--- src/rtl/reg_check_monitor.sv ---
// Register-file writeback monitor: shadows up to NUM_CHECKS architectural registers
// and issues a registered pass/fail verdict on halt or on a RUN-cycle timeout.

module reg_check_lane #(
  parameter int XLEN = 32
) (
  input  logic            clk_i,
  input  logic            rst_i,
  input  logic            arm_i,
  input  logic            run_i,
  input  logic            en_i,
  input  logic [4:0]      addr_i,
  input  logic [XLEN-1:0] value_i,
  input  logic            wb_en_i,
  input  logic [4:0]      wb_addr_i,
  input  logic [XLEN-1:0] wb_data_i,
  output logic            mis_o
);
  logic            en_q;
  logic [4:0]      addr_q;
  logic [XLEN-1:0] value_q, shadow_q, shadow_d;
  logic            hit;

  // x0 is never shadowed, so a channel watching x0 keeps comparing against 0
  assign hit      = run_i & wb_en_i & (wb_addr_i != 5'd0) & (wb_addr_i == addr_q);
  assign shadow_d = hit ? wb_data_i : shadow_q;
  // compare the bypassed value so a write on the halt cycle is included
  assign mis_o    = en_q & (shadow_d != value_q);

  always_ff @(posedge clk_i) begin
    if (rst_i) begin
      en_q     <= 1'b0;
      addr_q   <= '0;
      value_q  <= '0;
      shadow_q <= '0;
    end else if (arm_i) begin
      en_q     <= en_i;
      addr_q   <= addr_i;
      value_q  <= value_i;
      shadow_q <= '0;
    end else begin
      shadow_q <= shadow_d;
    end
  end
endmodule

module reg_check_monitor #(
  parameter int XLEN           = 32,
  parameter int NUM_CHECKS     = 4,
  parameter int TIMEOUT_CYCLES = 64,
  parameter int CNT_W          = 16
) (
  input  logic                       clk,
  input  logic                       rst,
  input  logic                       start,
  input  logic                       halt,
  input  logic                       wb_en,
  input  logic [4:0]                 wb_addr,
  input  logic [XLEN-1:0]            wb_data,
  input  logic [NUM_CHECKS-1:0]      chk_en,
  input  logic [5*NUM_CHECKS-1:0]    chk_addr,
  input  logic [XLEN*NUM_CHECKS-1:0] chk_value,
  output logic                       busy,
  output logic                       done,
  output logic                       pass,
  output logic [NUM_CHECKS-1:0]      fail_mask,
  output logic                       timeout,
  output logic [CNT_W-1:0]           cycle_count
);
  typedef enum logic [1:0] {S_IDLE, S_RUN, S_DONE} state_e;

  localparam logic [CNT_W-1:0] TO_LAST = CNT_W'(TIMEOUT_CYCLES - 1);

  state_e                 state_q, state_d;
  logic                   arm, decide, running, to_hit, to_d;
  logic [NUM_CHECKS-1:0]  mis, fail_q;
  logic [CNT_W-1:0]       count_q, count_d;
  logic                   pass_q, to_q;

  assign running = (state_q == S_RUN);
  assign to_hit  = running & (count_q >= TO_LAST);
  assign to_d    = to_hit & ~halt;
  assign count_d = (&count_q) ? count_q : count_q + CNT_W'(1);

  for (genvar i = 0; i < NUM_CHECKS; i++) begin : g_lane
    reg_check_lane #(.XLEN(XLEN)) u_lane (
      .clk_i     (clk),
      .rst_i     (rst),
      .arm_i     (arm),
      .run_i     (running),
      .en_i      (chk_en[i]),
      .addr_i    (chk_addr[5*i +: 5]),
      .value_i   (chk_value[XLEN*i +: XLEN]),
      .wb_en_i   (wb_en),
      .wb_addr_i (wb_addr),
      .wb_data_i (wb_data),
      .mis_o     (mis[i])
    );
  end

  always_comb begin
    state_d = state_q;
    arm     = 1'b0;
    decide  = 1'b0;
    case (state_q)
      S_IDLE, S_DONE: if (start) begin
        arm     = 1'b1;
        state_d = S_RUN;
      end
      S_RUN: if (halt || to_hit) begin
        decide  = 1'b1;
        state_d = S_DONE;
      end
      default: state_d = S_IDLE;
    endcase
  end

  always_ff @(posedge clk) begin
    if (rst) begin
      state_q <= S_IDLE;
      count_q <= '0;
      pass_q  <= 1'b0;
      fail_q  <= '0;
      to_q    <= 1'b0;
    end else begin
      state_q <= state_d;
      if (arm) begin
        count_q <= '0;
        pass_q  <= 1'b0;
        fail_q  <= '0;
        to_q    <= 1'b0;
      end else if (running) begin
        count_q <= count_d;
      end
      if (decide) begin
        fail_q <= mis;
        to_q   <= to_d;
        pass_q <= ~to_d & ~(|mis);
      end
    end
  end

  assign busy        = running;
  assign done        = (state_q == S_DONE);
  assign pass        = pass_q;
  assign fail_mask   = fail_q;
  assign timeout     = to_q;
  assign cycle_count = count_q;
endmodule
--- config.mk ---
export PLATFORM = sky130hd
export DESIGN_NAME = reg_check_monitor
export DESIGN_NICKNAME = d
export VERILOG_FILES = /design/src/rtl/reg_check_monitor.sv
export SDC_FILE = /design/constraint.sdc
export NUM_CORES = 1
export LEC_CHECK = 0
export ABC_AREA = 1
export CAP_MARGIN = 40
export CORE_MARGIN = 2
export CORE_UTILIZATION = 49
export DETAILED_ROUTE_END_ITERATION = 8
export GPL_TIMING_DRIVEN = 0
export PLACE_DENSITY = 0.82
export RECOVER_POWER = 50
export SYNTH_ARGS = -nofsm -noshare
export SYNTH_HDL_FRONTEND = slang
export SYNTH_SLANG_ARGS = --single-unit
--- constraint.sdc ---
create_clock -name clk -period 2.01 [get_ports clk]
set_input_delay 0.402 -clock clk [delete_from_list [all_inputs] [get_ports clk]]
set_output_delay 0.402 -clock clk [all_outputs]
set_load 0.01 [all_outputs]
Word-level counts from Yosys, hierarchy flattened:

Cells that the tools add are included.

* logic and storage cells: 78
* RAM bits: 0
* ROM bits: 0
* latch bits: 0
* memories: 0
* output and inout bits: 24
* input bits: 194
* register bits after elaboration: 304

* reductions and logical operators: 10
* bitwise operators: 17
* add/sub/neg operators: 1
* order comparisons: 1
* equal/unequal tests: 12
* muxes and demuxes: 16
* divide/modulo/power cells: 0
* multipliers: 0
* shifts and indexed selects: 0

Operators by type and width (number)
* $mux 32: 4
* $ne 32x32->1: 4
* $eq 5x5->1: 4
* $add 16x1->16 const B: 1
* $ge 16x6->1 const B: 1
* $reduce_and 16->1: 1
* $and 1x1->1: 13
* $mux 4: 2
* $mux 1: 7
* $reduce_bool 5->1: 1
* $mux 2: 2
* $ne 2x2->1 const B: 2
* $not 1->1: 4
* $pmux 2 s2: 1
* $reduce_and 2->1: 2
* $reduce_or 2->1: 2
* $reduce_or 4->1: 1
* $eq 2x1->1 const B: 1
* $eq 2x2->1 const B: 1
* $logic_not 2->1: 1
* $reduce_bool 2->1: 1
* $logic_or 1x1->1: 1

Depth between registers and ports, before layout:

* depth in word-level cells: 11
* depth in mapped cells: 22
* mapped depth without buffers: 21

Modules after synthesis:

A second synthesis with hierarchy kept.

* cells, all modules: 2346
* area, all modules: 15793.9 um^2

Modules (own cells, without submodules)
* reg_check_lane: area each 3608.5 um^2, cells an instance 538, instances 4
* reg_check_monitor: area each 1360.1 um^2, cells an instance 194, instances 1

Worst setup path before layout:

OpenSTA, ideal clock, no wires.

* kind: flip-flop to flip-flop
* from: register count_q[0] (netlist: cycle_count[0])
* to: register count_q[15] (netlist: cycle_count[15])
* required time: 1.891 ns
* cell stages (with the launch flop): 14
* path buffers: 0
* slack: -0.128 ns
* period minus slack after synthesis: 2.138 ns
* arrival: 2.019 ns
* setup time: 0.119 ns
* cells stage by stage: dfxtp_1 ha_1 nand3_1 nor3_1 nand2_1 nand2_1 nor3_1 nand2_1 nor2_1 nand2_1 nor3_1 nand3_1 o21ai_0 a21oi_1

* cells in the longest elaborated chain, start to end: 3
* elaborated cells between the ends (all ways): 4
* classes of those cells: add/sub (1); bitwise (1); reduce/logical (2)

RTL lines
* start, declared: line 77 `logic [CNT_W-1:0] count_q, count_d;`
* start signal, assigned: line 133 `count_q <= count_d;`
* branches (longest 3 deep; another with $add 16x1->16)

Several ways; the timed one is not identified.
A chain may end at the register's enable or synchronous reset.

Worst setup path after layout:

* from: register state_q[1]
* to: register pass_q (netlist: pass)

* cells in the longest elaborated chain, start to end: 11
* elaborated cells between the ends (all ways): 34
* classes of those cells: eq/ne (6); mux (8); bitwise (15); reduce/logical (5)

RTL lines
* start, declared: line 74 `state_e state_q, state_d;`
* start signal, assigned: line 126 `state_q <= state_d;`
* $eq 2x1->1: line 80, 105
* $and 1x1->1 (3 in a row): line 25 `assign hit = run_i & wb_en_i & (wb_addr_i != 5'd0) & (wb_addr_i == addr_q);`
* $mux 32: line 26 `assign shadow_d = hit ? wb_data_i : shadow_q;`
* $ne 32x32->1: line 28 `assign mis_o = en_q & (shadow_d != value_q);`
* $and 1x1->1: line 28
* $reduce_or 4->1: line 138 `pass_q <= ~to_d & ~(|mis);`
* $not 1->1: line 138
* $and 1x1->1: line 138
* $mux 1: line 135 `if (decide) begin`
* end signal, assigned: line 138
* end, declared: line 78 `logic pass_q, to_q;`

Several ways; a longest one is shown, not always the timed one.

==> results.ini <==
[cells_and_area]
nets = 2637
area_delta_synth_final_pct = 34.3
n_antenna_cell = 0
stdcell_area_um2 = 19300
multi_input_area_um2 = 7420
seq_area_um2 = 6110
nFillCells = 2311
final_layout_size_suffix_gt1_share_pct = 13.0
final_cells = 2847

[floorplan]
dieArea_um2 = 30700
ios = 218
core_area_um2 = 28800
dieHeight_um = 175
start_util_pct = 49.9
die_w_um = 175
rows = 62

[clock_network]
cts_buffers = 31
cts_tree = built
cts-root-buf = clkbuf_16
htreeDepth = 1
clock_latency_ns = 0.56
clock_path_buffers = 3
clk_pin_slew_ns = 0.06
clock_sinks = 304
cts_hold_buf = 0

[run_status]
status = finished, violations left
violations = setup timing

[global_routing]
grt_overflow = 0
grt_start_max_net_pins = 15
grt_first_pass_wirelength_um = 75800
grt_antenna_before_repair = 0
first_global_vias = 14800
grt_usage_pct = 31.3

[placement]
dp_hpwl_um = 35900
dp.cells = 2743
portBuffers = 212
routabilityCongestion = 0.942
post_dp_cell_area_um2 = 17200

[setup_path]
cp_top_family = simple AND/OR/NAND/NOR gates
worst-path-buf-inv = 3
crit_required_ns = 2.50
cp_max_fo = 5
cpMostUsedCell = nand2_1
cpMaxStageDelayCell = dfxtp_2
crit_type = flop to flop
crit_arrival_ns = 3.08
path_cells = inv_2, nand2_4, nor2_4, nand2_4, nor2_4, buf_6, buf_4, nand3_2, nand2_1, nand2_1, nand2_1, nand2_1, nor2_1, nand2_1, nor2_2, nand2_2, nand2_1, nand3_1, nor2_1, nor2_1, nor2_1
cp-end-kind = flop
start_kind = flop
crit_path_max_incr_delay_ns = 0.31

[routing]
vias_per_cell = 5.60
drtPass1Iterations = 7
drc = 0
drt-initial-drc-count = 1492
wl_um = 51600
wire_per_inst_um = 18.1
via_count = 15900
postRouteAntennaNets = 0

[power_and_ir_drop]
power.total_w = 0.0144
max-vdd-ir-drop_v = 0.000725
power.density_nw_per_um2 = 748
p_leak_nw = 8.52

[synthesis]
syn-cell-area_um2 = 14400
synth_flop_cell = dfxtp_1
synth_cells = 2145
synth_seq_cells = 304
ys_top_cells_by_area = dfxtp_1 42%, nand2_1 15%, nand3_1 8.5%
synth_edf_count = 0
synth_top_area_share_pct = 42.4
synthesis.nets = 2340
yosysWarnings = 0
yosys.area.top_type = dfxtp_1
syn_avg_cell_area_um2 = 6.69
synth_cell_type_count = 36
seq_area_frac_synth_pct = 42.4
async_flop_share_pct = 0

[timing]
finalHoldViolCount = 0
clock_skew_ns = 0.00867
worstMarginPinSlew_ns = 0.688
rsz0062_at_grt = true
period_share_pct = 129
layout_setup_ws_ns = -0.575
max_freq_mhz = 387
drv_slew = 0
relSlewSlack_pct = 54.1
fin_setup_tns_ns = -2.13
layout_min_cycle_time_ns = 2.59
setup_viol = 10

[min_path]
hp-class = input port to flop

[run]
maxCapViolCount = 0

[cells in the mapped netlist, types with 6 or more instances]
cell / count
nand2_1: 574
dfxtp_1: 304
nand3_1: 245
inv_1: 239
a21oi_1: 233
o21ai_0: 162
nor2_1: 150
clkbuf_1: 65
nand4_1: 41
buf_2: 28
nand3b_1: 14
buf_4: 11
xnor2_1: 11
o211ai_1: 7
xor2_1: 7
buf_6: 6
nor2_4: 6
nor3_1: 6
[layout make-up]
type / instances / area share [%]
clock buffers: 47 / 4.70
repair buffers: 265 / 13.6
inverters: 243 / 4.77
clock inverters: 7 / 0.441
well taps: 384 / 2.49
plain buffers: 110 / 3.88
flip-flops and latches: 304 / 31.7
multi-input cells: 1487 / 38.4
[worst register-to-register path, stage by stage, from the launching register on]
cell and delay [ns]:
dfxtp_2 0.31, inv_2 0.07, nand2_4 0.06, nor2_4 0.13, nand2_4 0.12, nor2_4 0.21
buf_6 0.16, buf_4 0.16, nand3_2 0.09, nand2_1 0.09, nand2_1 0.05, nand2_1 0.08
nand2_1 0.06, nor2_1 0.17, nand2_1 0.12, nor2_2 0.14, nand2_2 0.10, nand2_1 0.08
nand3_1 0.08, nor2_1 0.11, nor2_1 0.06, nor2_1 0.07
[path summary, 6_finish.rpt]
path,slack (ns),end,start,cells past startpoint
worst max-delay path,-0.58,pass$_SDFFE_PP0P_,state_q[1]$_SDFFE_PP0P_,21
worst min-delay path,0.44,g_lane[2].u_lane.addr_q[3]$_SDFFE_PP0P_,chk_addr[13],3
worst max register to register,-0.58,pass$_SDFFE_PP0P_,state_q[1]$_SDFFE_PP0P_,21
worst min register to register,0.47,g_lane[3].u_lane.value_q[0]$_SDFFE_PP0P_,g_lane[3].u_lane.value_q[0]$_SDFFE_PP0P_,2
[stage by stage]
step | hold WS (ns) | utilization, % | setup slack (ns)
after floorplan | 0.444 | - | -0.0888
after global placement | 0.454 | 59.8 | -1.31
after detailed placement | 0.457 | 59.9 | -1.23
after CTS | 0.430 | 64.8 | -0.462
after global routing | 0.444 | 67.0 | -0.702
final | 0.437 | 67.0 | -0.575
[per-layer routing]
layer	GRT usage [%]	routed length, µm	part of all wire [%]
met3	6.98	6280	12
met1	39.1	19200	37
met4	14.8	2700	5.2
met5	0	0	0
met2	51.3	23300	45
[registers in the layout (all words and copies together) (netlist names)]
name / cells
state_q: 2
pass: 1
timeout: 1
g_lane.u_lane.shadow_q: 128
g_lane.u_lane.en_q: 4
fail_mask: 4
g_lane.u_lane.addr_q: 20
cycle_count: 16
g_lane.u_lane.value_q: 128
[kinds of logic after synthesis]
group	count (synthesis)	synth area share, %
compound gates	412	14.6
xor+xnor	18	1.10
fa+ha+maj	1	0.0871
buf+inv	354	10.1
flops	304	42.4
simple gates	1056	31.7
[repair_timing]
| action | in CTS | in global routing |
|---|---|---|
| hold endpoints to repair | 0 | 0 |
| buffers inserted | 25 | 27 |
| pin swaps | 22 | 38 |
| setup endpoints to repair | 264 | 294 |
| cloned | 1 | 3 |
| resized for setup | 72 | 154 |
[placed cells by master, fill, tap and decap left out, types with 7 or more instances in the layout]
cell,count
nor2_1,132
dfxtp_1,293
clkbuf_16,34
nand2_4,20
nand3_2,24
nand3b_1,14
inv_2,8
nor2_4,13
clkbuf_4,7
clkbuf_2,14
o211ai_1,7
buf_4,55
buf_2,10
buf_6,19
clkbuf_1,51
a21oi_1,232
nand2_2,30
o21ai_2,7
nand3_1,218
nand4_1,41
clkdlybuf4s50_1,209
clkbuf_8,7
nand2_1,528
nor2_2,16
buf_8,9
o21ai_0,159
inv_1,233
[where the power goes]
group	switching [W]	leakage [nW]	total (W)	internal, W
clock	0.00240	0.491	0.00572	0.00333
combinational	0.00136	5.54	0.00226	0.000910
sequential	0.000154	2.49	0.00644	0.00629
Note: power is estimated with default switching activity, not from simulation.
